===== src/rtl/otn_tx_sched.sv =====
// otn_tx_sched: transmit frame scheduler for a 4 x NUM_COLS frame.
// Optional macro FEC_COLS_EN reserves the last FEC_COLS columns of each row for parity.
module otn_tx_sched #(
    parameter int NUM_COLS      = 1040,
    parameter int OH_COLS       = 16,
    parameter int PLD_START_LVL = 64,
    parameter int FEC_COLS      = 16,
    parameter int LVL_W         = 11
) (
    input  logic             i_clk,
    input  logic             i_rst,
    input  logic             i_enable,
    input  logic [1:0]       i_row_cnt,
    input  logic [10:0]      i_col_cnt,
    input  logic [LVL_W-1:0] i_pld_level,
    input  logic             i_pld_empty,
    output logic             o_fpc_valid,
    output logic             o_oh_rd,
    output logic             o_pld_rd,
    output logic [1:0]       o_sel,
    output logic             o_sof,
    output logic             o_busy,
    output logic             o_underrun,
    output logic [15:0]      o_frame_cnt
);

    localparam logic [10:0]      COL_LIMIT = 11'(NUM_COLS);
    localparam logic [10:0]      LAST_COL  = 11'(NUM_COLS - 1);
    localparam logic [10:0]      OH_END    = 11'(OH_COLS);
    localparam logic [LVL_W-1:0] START_LVL = LVL_W'(PLD_START_LVL);
`ifdef FEC_COLS_EN
    localparam logic [10:0]      PAR_START = 11'(NUM_COLS - FEC_COLS);
`endif

    typedef enum logic [1:0] {
        IDLE  = 2'd0,
        ARM   = 2'd1,
        RUN   = 2'd2,
        DRAIN = 2'd3
    } state_t;

    state_t state;
    state_t state_nxt;
    logic   active;
    logic   eof;
    logic   slot_empty;

    assign active = (state == RUN) || (state == DRAIN);
    assign eof    = active && (i_row_cnt == 2'd3) && (i_col_cnt == LAST_COL);

    // State register; reset abandons any frame in flight.
    always_ff @(posedge i_clk) begin
        if (i_rst) begin
            state <= IDLE;
        end else begin
            state <= state_nxt;
        end
    end

    // Next state: start only with enough payload, always finish a started frame.
    always_comb begin
        state_nxt = state;
        case (state)
            IDLE: begin
                if (i_enable) state_nxt = ARM;
            end
            ARM: begin
                if (!i_enable)                     state_nxt = IDLE;
                else if (i_pld_level >= START_LVL) state_nxt = RUN;
            end
            RUN: begin
                if (eof)            state_nxt = i_enable ? RUN : IDLE;
                else if (!i_enable) state_nxt = DRAIN;
            end
            DRAIN: begin
                if (eof) state_nxt = IDLE;
            end
            default: state_nxt = IDLE;
        endcase
    end

    // Output decode from state and current frame position.
    always_comb begin
        o_sel       = 2'd0;
        o_oh_rd     = 1'b0;
        o_pld_rd    = 1'b0;
        slot_empty  = 1'b0;
        o_fpc_valid = active;
        o_busy      = (state != IDLE);
        o_sof       = active && (i_row_cnt == 2'd0) && (i_col_cnt == 11'd0);
        if (active) begin
            if (i_col_cnt >= COL_LIMIT) begin
                o_sel = 2'd0;
            end else if (i_col_cnt < OH_END) begin
                o_sel   = 2'd1;
                o_oh_rd = 1'b1;
`ifdef FEC_COLS_EN
            end else if (i_col_cnt >= PAR_START) begin
                o_sel = 2'd3;
`endif
            end else if (!i_pld_empty) begin
                o_sel    = 2'd2;
                o_pld_rd = 1'b1;
            end else begin
                slot_empty = 1'b1;
            end
        end
    end

    // Underrun flag follows each starved payload slot by one cycle.
    always_ff @(posedge i_clk) begin
        if (i_rst) begin
            o_underrun <= 1'b0;
        end else begin
            o_underrun <= slot_empty;
        end
    end

    // Completed-frame counter, free-running wrap.
    always_ff @(posedge i_clk) begin
        if (i_rst) begin
            o_frame_cnt <= 16'd0;
        end else if (eof) begin
            o_frame_cnt <= o_frame_cnt + 16'd1;
        end
    end

endmodule


===== config.mk =====
export PLATFORM = sky130hd
export DESIGN_NAME = otn_tx_sched
export DESIGN_NICKNAME = d
export VERILOG_FILES = /design/src/rtl/otn_tx_sched.sv
export SDC_FILE = /design/constraint.sdc
export NUM_CORES = 1
export LEC_CHECK = 0
export ABC_AREA = 0
export CAP_MARGIN = 20
export CORE_MARGIN = 2
export CORE_UTILIZATION = 35
export DETAILED_ROUTE_END_ITERATION = 10
export HOLD_SLACK_MARGIN = 0.06
export PLACE_DENSITY = 0.74
export SETUP_SLACK_MARGIN = 0.5
export SYNTH_ARGS = -nofsm -noshare
export SYNTH_HDL_FRONTEND = slang
export SYNTH_SLANG_ARGS = --single-unit

===== constraint.sdc =====
create_clock -name i_clk -period 1.7 [get_ports i_clk]
set_clock_uncertainty 0.05 [all_clocks]
set_input_delay 0.425 -clock i_clk [delete_from_list [all_inputs] [get_ports i_clk]]
set_output_delay 0.425 -clock i_clk [all_outputs]
set_load 0.03 [all_outputs]

== Word-level counts from Yosys, hierarchy flattened ==
Index checks and enable logic that the tools add are counted.

* Register bits after elaboration: 19
* Latch bits: 0
* Memory bits (writable): 0
* ROM bits: 0
* Bits of input ports: 28
* Output and inout port bits: 24
* Word-level logic and storage cells: 48
* Memories kept: 0

* Add/sub/neg operators: 1
* Multipliers: 0
* Divide/modulo/power cells: 0
* $lt $le $gt $ge: 3
* Eq/ne operators: 9
* Shift operators: 0
* Mux-type cells: 20
* Bitwise logic cells: 1
* Reductions and logical operators: 11

{| class="wikitable"
|+ Operators with widths
! cell !! number
|-
| $mux 2 || 11
|-
| $add 16x1->16 const B || 1
|-
| $eq 11x11->1 const B || 1
|-
| $ge 11x11->1 const B || 1
|-
| $ge 11x7->1 const B || 1
|-
| $logic_not 11->1 || 1
|-
| $lt 11x5->1 const B || 1
|-
| $mux 1 || 8
|-
| $pmux 2 s4 || 1
|-
| $eq 2x2->1 const B || 3
|-
| $ne 3x3->1 const B || 2
|-
| $logic_and 1x1->1 || 4
|-
| $logic_not 2->1 || 2
|-
| $ne 2x2->1 const B || 2
|-
| $reduce_and 4->1 || 1
|-
| $reduce_or 4->1 || 1
|-
| $eq 2x1->1 const B || 1
|-
| $reduce_bool 2->1 || 1
|-
| $logic_or 1x1->1 || 1
|-
| $not 1->1 || 1
|}

== Logic depth before layout (Yosys ltp) ==
* Depth after elaboration: 6
* Depth in mapped cells: 6
* Gate-level depth less buffers: 4

== Worst setup path after synthesis ==
OpenSTA, ideal clock, no wires.

* Path type: input port to output port
* From: in i_col_cnt[5]
* To: out o_sof
* Arrival: 2.124 ns
* Data required time: 1.225 ns
* Slack: -0.899 ns
* Stages: 4
* Buffers on the path: 0
* Cell sequence: nor4_4 > nand2_1 > nor3b_1 > and3_1

* Word-level cells in the longest chain between the ends: 2

{| class="wikitable"
|+ RTL lines
! element !! RTL line !! RTL
|-
| from (decl) || 14 || <nowiki>input logic [10:0] i_col_cnt,</nowiki>
|-
| $logic_not 11->1 || 90 || <nowiki>o_sof = active && (i_row_cnt == 2'd0) && (i_col_cnt == 11'd0);</nowiki>
|-
| $logic_and 1x1->1 || 90 ||
|-
| to (decl) || 21 || <nowiki>output logic o_sof,</nowiki>
|}

No other way between the ends.

== Worst setup path after layout ==
* From: in i_col_cnt[4]
* To: out o_sof

Same word-level chain as after synthesis.

==> metrics.md <==
| Metric | Value |
|---|---|
| Net Count, Synth | 149 |
| Clock transition time at the flip-flop clock pins of the worst setup and hold paths | 0.10 ns |
| Total via count after detailed routing | 1270 |
| Worst Setup Path Type | input port to output pin |
| Endpoint with the worst hold slack | o_frame_cnt[12] |
| Total Routing Usage GR | 0.198 |
| Largest net degree at the start of global routing | 14 |
| IO Port Bufs | 45 |
| Overall die area | 3400 um2 |
| Overflow after GRT | 0 |
| TritonCTS Buffers | 3 |
| Depth of the worst register-to-register path | 6 |
| Fraction of the cycle the final worst path needs | 1.20 |
| Antenna cells | 0 |
| Area share of the largest cell type after synthesis | 0.368 |
| Crit path max fanout | 3 |
| Setup slack after layout | -0.333 ns |
| Worst slew margin relative to its limit | 0.707 |
| Crit path arrival time | 1.56 ns |
| Layout net count | 222 |
| Worst slew pin tran | 0.439 ns |
| Post-synth top area cell | sky130_fd_sc_hd__dfxtp_1 |
| Root buf cell | sky130_fd_sc_hd__clkbuf_4 |
| Final cell count without fillers | 223 |
| Busiest metal layer after global routing | met2 |
| Mean Syn Cell Area | 8.60 um2 |
| Filler cell count in the final layout | 188 |
| Worst reg2reg path startpoint | state[1] |
| Die Height | 58.3 um |
| Max-slew violations | 0 |
| Worst-case vdd ir drop | 0.570 mV |
| Placed Instances | 199 |
| Width of the die | 58.3 um |
| Met1 demand-to-capacity share in global routing | 0.256 |
| Post-route antenna net violation count | 0 |
| Setup slack on the worst flop-to-flop path | -0.06 ns |
| Crit. End Element | output pin |
| Critical Path Start Type | input port |
| First-pass GRT wire length | 5290 um |
| Total DRC errors in the routed layout | 0 |
| Number of I/O pins | 52 |
| Number of iterations in the first detailed-routing pass | 4 |
| Distinct cells, synth | 35 |
| Via-per-instance ratio | 5.70 |
| FMAX | 492 MHz |
| Final number of hold-violating endpoints | 0 |
| Detailed placer's ending HPWL | 2060 um |
| Buffer levels on the longest clock path | 2 |
| Total chip power | 830 uW |
| Hold Path Class | flip-flop to flip-flop |
| Final critical path time including I/O delays and setup | 2.03 ns |
| Main combinational cell family by area after synthesis | simple AND/OR/NAND/NOR gates |
| Quantity of hold-fixing buffers added after cts | 0 |
| XOR/XNOR share of the synthesized area | 0.0170 |
| Flops & latches, synth | 19 |
| Worst hold slack | 0.457 ns |
| Number of global-route vias before repair | 1139 |
| CTS sink count | 19 |
| Final wirelength | 3750 um |
| Routed wire length per instance | 16.8 um |
| Power density over cell area | 400 nW/um2 |
| Number of DRC markers in iteration 0 | 56 |
| Post-place setup slack | -0.698 ns |
| Cell row count | 19 |
| Beginning of the worst hold path | o_frame_cnt[12] |
| Reg-to-reg critical path endpoint | o_frame_cnt[13] |
| Met3 track demand over resource | 0.0462 |
| Required arrival time at the worst endpoint | 1.22 ns |
| Fraction of met2 tracks used by global routing | 0.332 |
| CTS tree | done |
| Post-synthesis mux area share | 0.00970 |
| Initial antenna violation count | 0 |
| Result of the run | finished with violations |
| Failing checks | negative setup slack |
| Cell count after synthesis | 120 |
| Cell area after synthesis | 1030 um2 |
| Maximum level of the CTS H-tree | 1 |
| Post-Route Setup TNS | -4.73 ns |
| Maximum capacitance violations | 0 |
| Synthesis-to-layout area growth | 101% |
| P_leak | 0.000801 uW |
| Initial cell density of the core | 0.371 |
| Top cells by area, synth | sky130_fd_sc_hd__dfxtp_1 (37%), sky130_fd_sc_hd__a21oi_1 (7.3%), sky130_fd_sc_hd__o31ai_1 (7.3%), sky130_fd_sc_hd__or4_1 (7.3%), sky130_fd_sc_hd__nand4_1 (3.0%) |
| Proportion of layout cells with a drive suffix above 1 | 0.594 |
| Routability congestion estimate from global placement | 0.839 |
| Area of the core | 2780 um2 |
| Worst hold path stage count | 2 |
| Synth Area in Adders | 0.0121 |
| Number of setup violations in the final report | 23 |
| Simple logic cell fraction of the synthesized area | 0.336 |
| Share of the yosys chip area belonging to registers | 0.368 |
| Share of the synthesized area in compound gates (AO/OA/AOI/OAI) | 0.195 |
| Clock latency on the worst-skew pair | 0.30 ns |
| Setup repair after global routing missed its margin | yes |
| Yosys synthesis warning count | 0 |
registers in the layout, indices dropped and copies added, names as in the netlist:
register / cells
o_frame_cnt: 16
state: 2
o_underrun: 1
stage by stage:
stage | instance area, um2 | utilization
after global routing | 2080 | 0.746
final | 2080 | 0.746
after global placement | 1630 | 0.585
after detailed placement | 1630 | 0.585
after floorplan | 1120 | -
after CTS | 1910 | 0.686
worst max-delay path, cell delays in order:
cell                      delay [ns]
sky130_fd_sc_hd__buf_6          0.09
sky130_fd_sc_hd__nor4_4         0.29
sky130_fd_sc_hd__nand2_2        0.14
sky130_fd_sc_hd__nor3b_4        0.26
sky130_fd_sc_hd__and3_4         0.22
sky130_fd_sc_hd__buf_6          0.12
area by class of cell:
| type | count | area (um2) | share of cell area |
|---|---|---|---|
| Timing Repair Buffer | 78 | 827 | 0.398 |
| Multi-Input combinational cell | 88 | 741 | 0.357 |
| Sequential cell | 19 | 432 | 0.208 |
| Tap cell | 31 | 38.8 | 0.0187 |
| Clock buffer | 4 | 26.3 | 0.0127 |
| Inverter | 3 | 11.3 | 0.00542 |
repair_timing:
action	4_1_cts	5_1_grt
setup endpoints to repair	43	43
resized for setup	187	27
buffers inserted	11	6
pin swaps	12	9
gates cloned	2	1
hold endpoints to repair	0	0
layout by cell type (no fill, tap or decap), types with 2 or more instances in the layout:
cell type                         instances
sky130_fd_sc_hd__inv_1                    3
sky130_fd_sc_hd__or4_4                    5
sky130_fd_sc_hd__buf_6                   36
sky130_fd_sc_hd__nand3_1                  5
sky130_fd_sc_hd__nor4_1                   2
sky130_fd_sc_hd__nor3_1                   2
sky130_fd_sc_hd__clkbuf_16                2
sky130_fd_sc_hd__clkdlybuf4s50_1         14
sky130_fd_sc_hd__nand4_1                  5
sky130_fd_sc_hd__buf_4                   19
sky130_fd_sc_hd__dfxtp_2                  8
sky130_fd_sc_hd__dfxtp_4                 11
sky130_fd_sc_hd__and3_1                   2
sky130_fd_sc_hd__a21oi_1                  8
sky130_fd_sc_hd__nand2_1                  4
sky130_fd_sc_hd__nor4bb_1                 2
sky130_fd_sc_hd__nor2_1                   3
sky130_fd_sc_hd__clkbuf_4                 3
sky130_fd_sc_hd__or4_1                    5
sky130_fd_sc_hd__or3_1                    2
sky130_fd_sc_hd__dlygate4sd2_1            3
sky130_fd_sc_hd__nand2_2                  2
sky130_fd_sc_hd__nor3b_4                  2
sky130_fd_sc_hd__a21oi_2                  7
sky130_fd_sc_hd__and4_1                   3
sky130_fd_sc_hd__o31ai_1                  6
sky130_fd_sc_hd__o31ai_2                  4
report_power, final:
part / switching [uW] / total (uW) / internal (uW)
logic: 65.3 / 164 / 99.1
clock network: 140 / 232 / 91.4
registers: 2.63 / 434 / 432
synthesized netlist by cell type:
master / instances
sky130_fd_sc_hd__buf_4: 2
sky130_fd_sc_hd__ha_1: 1
sky130_fd_sc_hd__or2_2: 1
sky130_fd_sc_hd__nand4_2: 1
sky130_fd_sc_hd__nor2b_1: 1
sky130_fd_sc_hd__nor4bb_1: 2
sky130_fd_sc_hd__buf_1: 2
sky130_fd_sc_hd__xor2_1: 1
sky130_fd_sc_hd__nand2b_1: 1
sky130_fd_sc_hd__and3_1: 3
sky130_fd_sc_hd__and4_1: 3
sky130_fd_sc_hd__clkbuf_1: 5
sky130_fd_sc_hd__nand2_1: 6
sky130_fd_sc_hd__o21ba_2: 1
sky130_fd_sc_hd__dfxtp_1: 19
sky130_fd_sc_hd__buf_6: 1
sky130_fd_sc_hd__nor4_1: 2
sky130_fd_sc_hd__or3_1: 2
sky130_fd_sc_hd__xnor2_1: 1
sky130_fd_sc_hd__o21ai_0: 3
sky130_fd_sc_hd__nor2_1: 4
sky130_fd_sc_hd__or4b_1: 1
sky130_fd_sc_hd__mux2i_1: 1
sky130_fd_sc_hd__nand3_1: 5
sky130_fd_sc_hd__nor3_1: 2
sky130_fd_sc_hd__o31a_1: 1
sky130_fd_sc_hd__a221oi_1: 1
sky130_fd_sc_hd__nand4_1: 5
sky130_fd_sc_hd__or4_1: 10
sky130_fd_sc_hd__o41ai_1: 1
sky130_fd_sc_hd__a21oi_1: 15
sky130_fd_sc_hd__nor4_4: 1
sky130_fd_sc_hd__nor3b_1: 2
sky130_fd_sc_hd__o31ai_1: 10
sky130_fd_sc_hd__inv_1: 3
per-layer routing:
metal,share of wire,up-vias
li1,-,610
met1,0.41,604
met2,0.51,52
met3,0.058,4
met4,0.013,0
met5,0,-
cell families after synthesis:
family | count (synthesis)
adders and majority gates | 1
buffers and inverters | 13
xor gates and xnor gates | 2
DFF | 19
AOI/OAI and AO/OA | 32
muxes | 1
and+or+nand+nor | 52
how the worst max path moves through the flow:
stage	start	end	depth (start not counted)
6_report	i_col_cnt[4]	o_sof	6
2_1_floorplan	i_col_cnt[5]	o_sel[1]	5
5_1_grt	i_col_cnt[4]	o_sof	6
4_1_cts	i_col_cnt[6]	o_sof	6
3_5_place_dp	i_col_cnt[5]	o_frame_cnt[4]	7
3_3_place_gp	i_col_cnt[5]	o_pld_rd	6
No activity file was read; power rests on OpenSTA's default activity.
